--- src/rtl/fetch_ctrl.sv ---
// Instruction-fetch controller: issues PC-ordered requests on a request/grant
// memory port, pairs in-order responses with their PCs and hands {instr, pc}
// to decode. Redirects discard buffered and in-flight wrong-path fetches.
`timescale 1ns/1ps
module fetch_ctrl #(
  parameter int unsigned     XLEN     = 32,
  parameter logic [XLEN-1:0] RESET_PC = '0,
  parameter int unsigned     DEPTH    = 2
) (
  input  logic            clk_i,
  input  logic            reset_i,
  input  logic            branch_en_i,
  input  logic [XLEN-1:0] branch_target_i,
  input  logic            stall_i,
  output logic            imem_req_o,
  output logic [XLEN-1:0] imem_addr_o,
  input  logic            imem_gnt_i,
  input  logic            imem_rvalid_i,
  input  logic [31:0]     imem_rdata_i,
  output logic            instr_valid_o,
  output logic [31:0]     instr_o,
  output logic [XLEN-1:0] instr_pc_o
);

  localparam int unsigned AW = (DEPTH > 1) ? $clog2(DEPTH) : 1;
  localparam int unsigned CW = $clog2(DEPTH) + 1;
  localparam logic [CW:0] LP_DEPTH = (CW+1)'(DEPTH);

  // Control state
  logic [XLEN-1:0] r_pc;
  logic [CW-1:0]   r_in_flight;
  logic [CW-1:0]   r_drop_cnt;
  logic [CW-1:0]   r_buf_cnt;
  logic [AW-1:0]   r_buf_rd;
  logic [AW-1:0]   r_buf_wr;
  logic [AW-1:0]   r_pcq_rd;
  logic [AW-1:0]   r_pcq_wr;

  // Data storage (no reset; validity is tracked by the control state)
  logic [31:0]     r_buf_instr [DEPTH];
  logic [XLEN-1:0] r_buf_pc    [DEPTH];
  logic [XLEN-1:0] r_pcq       [DEPTH];

  logic [CW:0]     w_occ;
  logic            w_req;
  logic            w_issue;
  logic            w_rv;
  logic            w_drop;
  logic            w_push;
  logic            w_valid;
  logic            w_pop;
  logic [XLEN-1:0] w_target;

  // Request, response and handoff qualification
  always_comb begin
    w_occ    = {1'b0, r_in_flight} + {1'b0, r_buf_cnt};
    w_req    = !reset_i && !branch_en_i && (w_occ < LP_DEPTH);
    w_issue  = w_req && imem_gnt_i;
    // A response with nothing outstanding is a protocol violation and is ignored.
    w_rv     = imem_rvalid_i && (r_in_flight != '0);
    // Responses owed to an earlier redirect, or arriving in a redirect cycle, are wrong-path.
    w_drop   = w_rv && ((r_drop_cnt != '0) || branch_en_i);
    w_push   = w_rv && !w_drop;
    w_valid  = (r_buf_cnt != '0) && !branch_en_i && !reset_i;
    w_pop    = w_valid && !stall_i;
    // Redirect targets are forced to word alignment.
    w_target = branch_target_i & ~XLEN'(3);
  end

  assign imem_req_o    = w_req;
  assign imem_addr_o   = r_pc;
  assign instr_valid_o = w_valid;
  assign instr_o       = r_buf_instr[r_buf_rd];
  assign instr_pc_o    = r_buf_pc[r_buf_rd];

  // Control state update: PC, credit counters, queue pointers
  always_ff @(posedge clk_i) begin
    if (reset_i) begin
      r_pc        <= RESET_PC;
      r_in_flight <= '0;
      r_drop_cnt  <= '0;
      r_buf_cnt   <= '0;
      r_buf_rd    <= '0;
      r_buf_wr    <= '0;
      r_pcq_rd    <= '0;
      r_pcq_wr    <= '0;
    end else if (branch_en_i) begin
      // Everything still outstanding after this cycle belongs to the old path.
      r_pc        <= w_target;
      r_in_flight <= r_in_flight - CW'(w_rv);
      r_drop_cnt  <= r_in_flight - CW'(w_rv);
      r_buf_cnt   <= '0;
      r_buf_rd    <= '0;
      r_buf_wr    <= '0;
      r_pcq_rd    <= '0;
      r_pcq_wr    <= '0;
    end else begin
      if (w_issue) begin
        r_pc     <= r_pc + XLEN'(4);
        r_pcq_wr <= r_pcq_wr + AW'(1);
      end
      r_in_flight <= r_in_flight + CW'(w_issue) - CW'(w_rv);
      if (w_drop) begin
        r_drop_cnt <= r_drop_cnt - CW'(1);
      end
      // Dropped responses had their PCs discarded at the redirect, so only kept ones pop.
      if (w_push) begin
        r_pcq_rd <= r_pcq_rd + AW'(1);
        r_buf_wr <= r_buf_wr + AW'(1);
      end
      if (w_pop) begin
        r_buf_rd <= r_buf_rd + AW'(1);
      end
      r_buf_cnt <= r_buf_cnt + CW'(w_push) - CW'(w_pop);
    end
  end

  // Data capture: PC of each granted request and each kept response
  always_ff @(posedge clk_i) begin
    if (w_issue) begin
      r_pcq[r_pcq_wr] <= r_pc;
    end
    if (w_push && !reset_i) begin
      r_buf_instr[r_buf_wr] <= imem_rdata_i;
      r_buf_pc[r_buf_wr]    <= r_pcq[r_pcq_rd];
    end
  end

endmodule

--- config.mk ---
export PLATFORM = sky130hd
export DESIGN_NAME = fetch_ctrl
export DESIGN_NICKNAME = d
export VERILOG_FILES = /design/src/rtl/fetch_ctrl.sv
export SDC_FILE = /design/constraint.sdc
export NUM_CORES = 1
export LEC_CHECK = 0
export ABC_AREA = 1
export BUFFER_PORTS_ARGS = -buffer_cell sky130_fd_sc_hd__buf_2
export CORE_ASPECT_RATIO = 1.5
export CORE_UTILIZATION = 25
export DETAILED_ROUTE_END_ITERATION = 8
export PLACE_DENSITY_LB_ADDON = 0.1
export REMOVE_ABC_BUFFERS = 1
export SYNTH_ARGS = -nofsm -noshare
export SYNTH_HDL_FRONTEND = slang
export SYNTH_SLANG_ARGS = --single-unit
--- constraint.sdc ---
create_clock -name clk_i -period 8.4 [get_ports clk_i]
set_clock_uncertainty 0.05 [all_clocks]
set_input_delay 0 -clock clk_i [delete_from_list [all_inputs] [get_ports clk_i]]
set_output_delay 0 -clock clk_i [all_outputs]
set_load 0.1 [all_outputs]
==> results_tabular.tex <==
\begin{tabular}{lr}
\hline
Metric & Value \\
\hline
\multicolumn{2}{l}{\textbf{Worst hold path}} \\
Min-Delay Path Class & input port to flop \\
\multicolumn{2}{l}{\textbf{CTS}} \\
CTS tree & done \\
Clock transition at path regs & around 0.060 ns \\
CTS buffer count & 25 \\
Setup fix buffers added after clock tree synthesis & 0 \\
Number of sinks driven by the clock tree & approximately 230 \\
Maximum root-to-sink buffer count & 3 \\
Clock latency on the worst-skew pair & around 0.54 ns \\
Count of H-tree levels built during CTS & 1 \\
Buffer type at the clock tree root & clkbuf\_16 \\
\multicolumn{2}{l}{\textbf{Timing}} \\
Final sum of negative setup slack & 0 ns \\
Headroom to the max-slew limit & between 30\% and 40\% \\
Count of final max-slew check failures & 0 \\
Count of endpoints failing hold in the final timing report & 0 \\
Pin slew with the least headroom to its limit & about 1 ns \\
Fin crit share & 33.6\% \\
Finish-stage setup viols & 0 \\
Maximum achievable frequency & $\sim$350 MHz \\
Shortest period the worst path allows & 2.82 ns \\
RSZ-0062 raised after global routing & no \\
\multicolumn{2}{l}{\textbf{Die}} \\
Area of the die & approximately 0.039 mm2 \\
Number of placement rows & 87 \\
Number of top-level design ports & between 150 and 200 \\
Starting density of the core & about a quarter \\
Width of the die & between 150 and 200 um \\
Die height & between 200 and 250 um \\
Core Box Area & 0.0376 mm2 \\
\multicolumn{2}{l}{\textbf{Layout}} \\
Total number of nets in the final design & 1,067 \\
Final standard cell utilization of the core & 33.1\% \\
Reg area & 0.00637 mm2 \\
Multi-input gate area in the final layout & between 0.002 and 0.003 mm2 \\
Fraction of final layout cells sized beyond drive strength 1 & between 30\% and 40\% \\
Ant diodes & 0 \\
Count of filler cells inserted in the layout & 3,835 \\
Area Growth Syn to Fin & 30.3\% \\
\multicolumn{2}{l}{\textbf{Power}} \\
Part of the total power dissipated in combinational logic & about 13\% \\
Max VDD drop & about 0.00014 V \\
Sequential share of power & a little under half \\
Int Power & just under 2 mW \\
Clock share of power & between 40\% and 50\% \\
Power density cells & roughly 220 mW/mm2 \\
Power dissipated by switching net loads & just over 0.7 mW \\
Static leakage & between 4 and 5 nW \\
Total power after layout & between 2 and 3 mW \\
Sw Ratio & a little over a quarter \\
\multicolumn{2}{l}{\textbf{Synthesis}} \\
Warning count from the yosys run & 0 \\
Dominant combinational cell family by area after synthesis & simple AND/OR/NAND/NOR gates \\
Average footprint of a synthesized cell & roughly 13 um2 \\
Multiplexer share of the synthesized area & 10.9\% \\
Area share of xor/xnor cells in the synthesized design & less than 1\% \\
Cells after Synth & 741 \\
Synth cell types & 37 \\
Total of flip-flops plus latches after synthesis & about 230 \\
Complex-gate fraction of the synthesized area & under 10\% \\
Total standard cell area after synthesis & 0.00954 mm2 \\
Adder-Cell Fraction of Synth Area & under 10\% \\
Sequential share of the synthesized area & approximately 67\% \\
Fraction of the mapped netlist area in simple logic gates & 12.2\% \\
\multicolumn{2}{l}{\textbf{GRT}} \\
First-pass GRT wire length & roughly 36,000 um \\
Initial antenna violation count & 0 \\
Total global routing track utilization & 12.5\% \\
Number of global-route vias before repair & about 6.3k \\
Remaining Overflow, GRT & 0 \\
Maximum number of pins on one net before global-route repair & 63 \\
\multicolumn{2}{l}{\textbf{Flow run}} \\
Max-cap violations & 0 \\
\multicolumn{2}{l}{\textbf{Worst setup path}} \\
Largest stage delay on the critical path & approximately 0.55 ns \\
Critical Path End & imem\_addr\_o[31] \\
CP Launch Type & flop \\
Slowest-stage cell, CP & dlygate4sd3\_1 \\
Worst setup path category & flop to flop \\
Critical R2R Launch & r\_buf\_cnt[0] \\
Critical path required time & 8.83 ns \\
Worst R2R Path Depth & 9 \\
Reg-to-reg setup timing slack & around 5.6 ns \\
Data arrival at the endpoint of the critical path & approximately 3.3 ns \\
Number of buffers and inverters on the critical path & 3 \\
Number of logic stages on the critical path including buffering & 9 \\
Highest fanout seen on the critical path & 22 \\
Reg2Reg Capture Point & imem\_addr\_o[31] \\
Critical-path cell list & nand2\_1 -> inv\_1 -> fa\_1 -> nor2\_1 -> nand3\_4 -> inv\_2 -> nand3\_1 -> a21oi\_2 -> dlygate4sd3\_1 \\
Crit path capture type & flop \\
Gate family responsible for the most delay along the worst path & buffers and inverters \\
Worst setup path startpoint & r\_buf\_cnt[0] \\
\multicolumn{2}{l}{\textbf{Placement}} \\
Detailed placement HPWL & approximately 16,000 um \\
Count of input and output buffers & about 160 \\
Last weighted congestion value of the routability-driven placer & 0.742 \\
\multicolumn{2}{l}{\textbf{Detailed routing}} \\
Number of nets with antenna violations after routing & 0 \\
Avg Vias per Cell & about 4.1 \\
Routed length per instance & about 16 um \\
Via count & just over 6k \\
DRC violation count after routing & 0 \\
Post-detailed-routing wire length & 24,300 um \\
First-pass iteration count of the detailed router & 4 \\
Initial drt markers & roughly 210 \\
\multicolumn{2}{l}{\textbf{Outcome}} \\
Result of the run & completed \\
\hline
\end{tabular}
==> through the flow <==
step / hold WS [ns] / setup WS, ns / area [um2] / instances
global placement: 0.139 / 5.62 / 10900 / 1376
floorplan: 0.0124 / 2.79 / 9400 / 720
global route: 0.0145 / 5.36 / 12400 / 1497
detailed placement: 0.141 / 5.61 / 10900 / 1376
CTS: 0.00218 / 5.54 / 12400 / 1497
finish: 0.00435 / 5.58 / 12400 / 1497
==> state kept, by name, summed over array words and instances (netlist names), named ones only <==
| name | flops |
|---|---|
| r_buf_rd | 1 |
| r_drop_cnt | 2 |
| r_buf_pc | 60 |
| r_pcq | 60 |
| r_buf_cnt | 2 |
| r_buf_instr | 64 |
| r_pcq_rd | 1 |
| r_in_flight | 2 |
| r_buf_wr | 1 |
| imem_addr_o | 30 |
| r_pcq_wr | 1 |
==> worst register-to-register path: cells and delay by family, from the launching register on <==
kind                     cells  cell delay, ns
AO/OA/AOI/OAI                1            0.13
adder cells (fa/ha/maj)      1            0.41
buffers and inverters        3            1.06
flip-flops                   1            0.37
AND/OR/NAND/NOR              4            0.74
==> power groups by stage <==
stage / clock [mW] / sequential [mW] / combinational [mW]
finish: 1.08 / 1.28 / 0.339
global route: 1.16 / 1.28 / 0.365
CTS: 1.12 / 1.28 / 0.345
detailed placement: 0 / 1.30 / 0.316
global placement: 0 / 1.30 / 0.315
floorplan: 0 / 1.36 / 0.176
==> synthesized netlist by cell type, drive strengths merged <==
cell type	instances	area share, %
a21oi	22	1.3
a22oi	1	0.079
a31oi	4	0.26
buf	19	1.5
clkbuf	5	0.20
conb	1	0.039
dfxtp	42	8.8
edfxtp	184	58
fa	1	0.21
ha	7	0.92
inv	78	3.1
mux2	92	11
nand2	140	5.9
nand3	43	2.6
nand4	5	0.33
nor2	52	3.2
nor3	2	0.10
o211ai	3	0.24
o21ai	28	1.5
o21bai	1	0.12
o221ai	1	0.092
or2	2	0.13
xnor2	3	0.28
xor2	5	0.46
==> logic make-up after synthesis <==
group	count (synthesis)
DFF	226
and+or+nand+nor	244
other	1
xor gates and xnor gates	8
adders and majority gates	8
muxes	92
buffers and inverters	102
AOI/OAI and AO/OA	60
==> worst min-delay path by stage <==
| stage | start | end | slack (ns) | cells past startpoint |
|---|---|---|---|---|
| finish | branch_en_i | imem_addr_o[7] | 0.004 | 3 |
| detailed placement | imem_rdata_i[25] | r_buf_instr[1][25] | 0.14 | 1 |
| global route | reset_i | imem_addr_o[25] | 0.01 | 2 |
| CTS | reset_i | imem_addr_o[25] | 0.002 | 2 |
| global placement | imem_rdata_i[25] | r_buf_instr[0][25] | 0.14 | 1 |
| floorplan | reset_i | imem_addr_o[16] | 0.01 | 1 |
==> per-layer routing <==
layer  vias up  track usage [%]  wire length [um]
met3        24             1.90               978
met2       109             24.8             13300
met5         -                0                 0
met1      2953             13.2              9540
met4         0             3.80               428
li1       3062                -                 -
==> layout by cell type (no fill, tap or decap), types with 7 or more instances in the layout <==
cell	count
nand2_1	133
nor2_2	7
nand3_1	40
inv_2	7
nor2_4	12
nor2_1	32
inv_1	70
clkbuf_16	25
dfxtp_1	41
ha_1	7
a21oi_1	19
mux2_2	92
edfxtp_1	184
dlygate4sd3_1	75
buf_2	161
o21ai_1	13
clkbuf_1	9
o21ai_0	15
==> layout make-up <==
| class | count | area share, % |
|---|---|---|
| clock buffer | 36 | 5.53 |
| clock inverter | 10 | 0.896 |
| inverter | 78 | 2.38 |
| multi-input combinational | 416 | 22.1 |
| sequential | 226 | 51.3 |
| tap | 489 | 4.92 |
| timing repair buffer | 242 | 12.9 |
==> what timing repair did <==
action                                 4_1_cts  5_1_grt
resized for setup                            0        0
hold buffers                                75        0
endpoints found under the hold margin       99        0
Power figures use the tool's default switching activity.
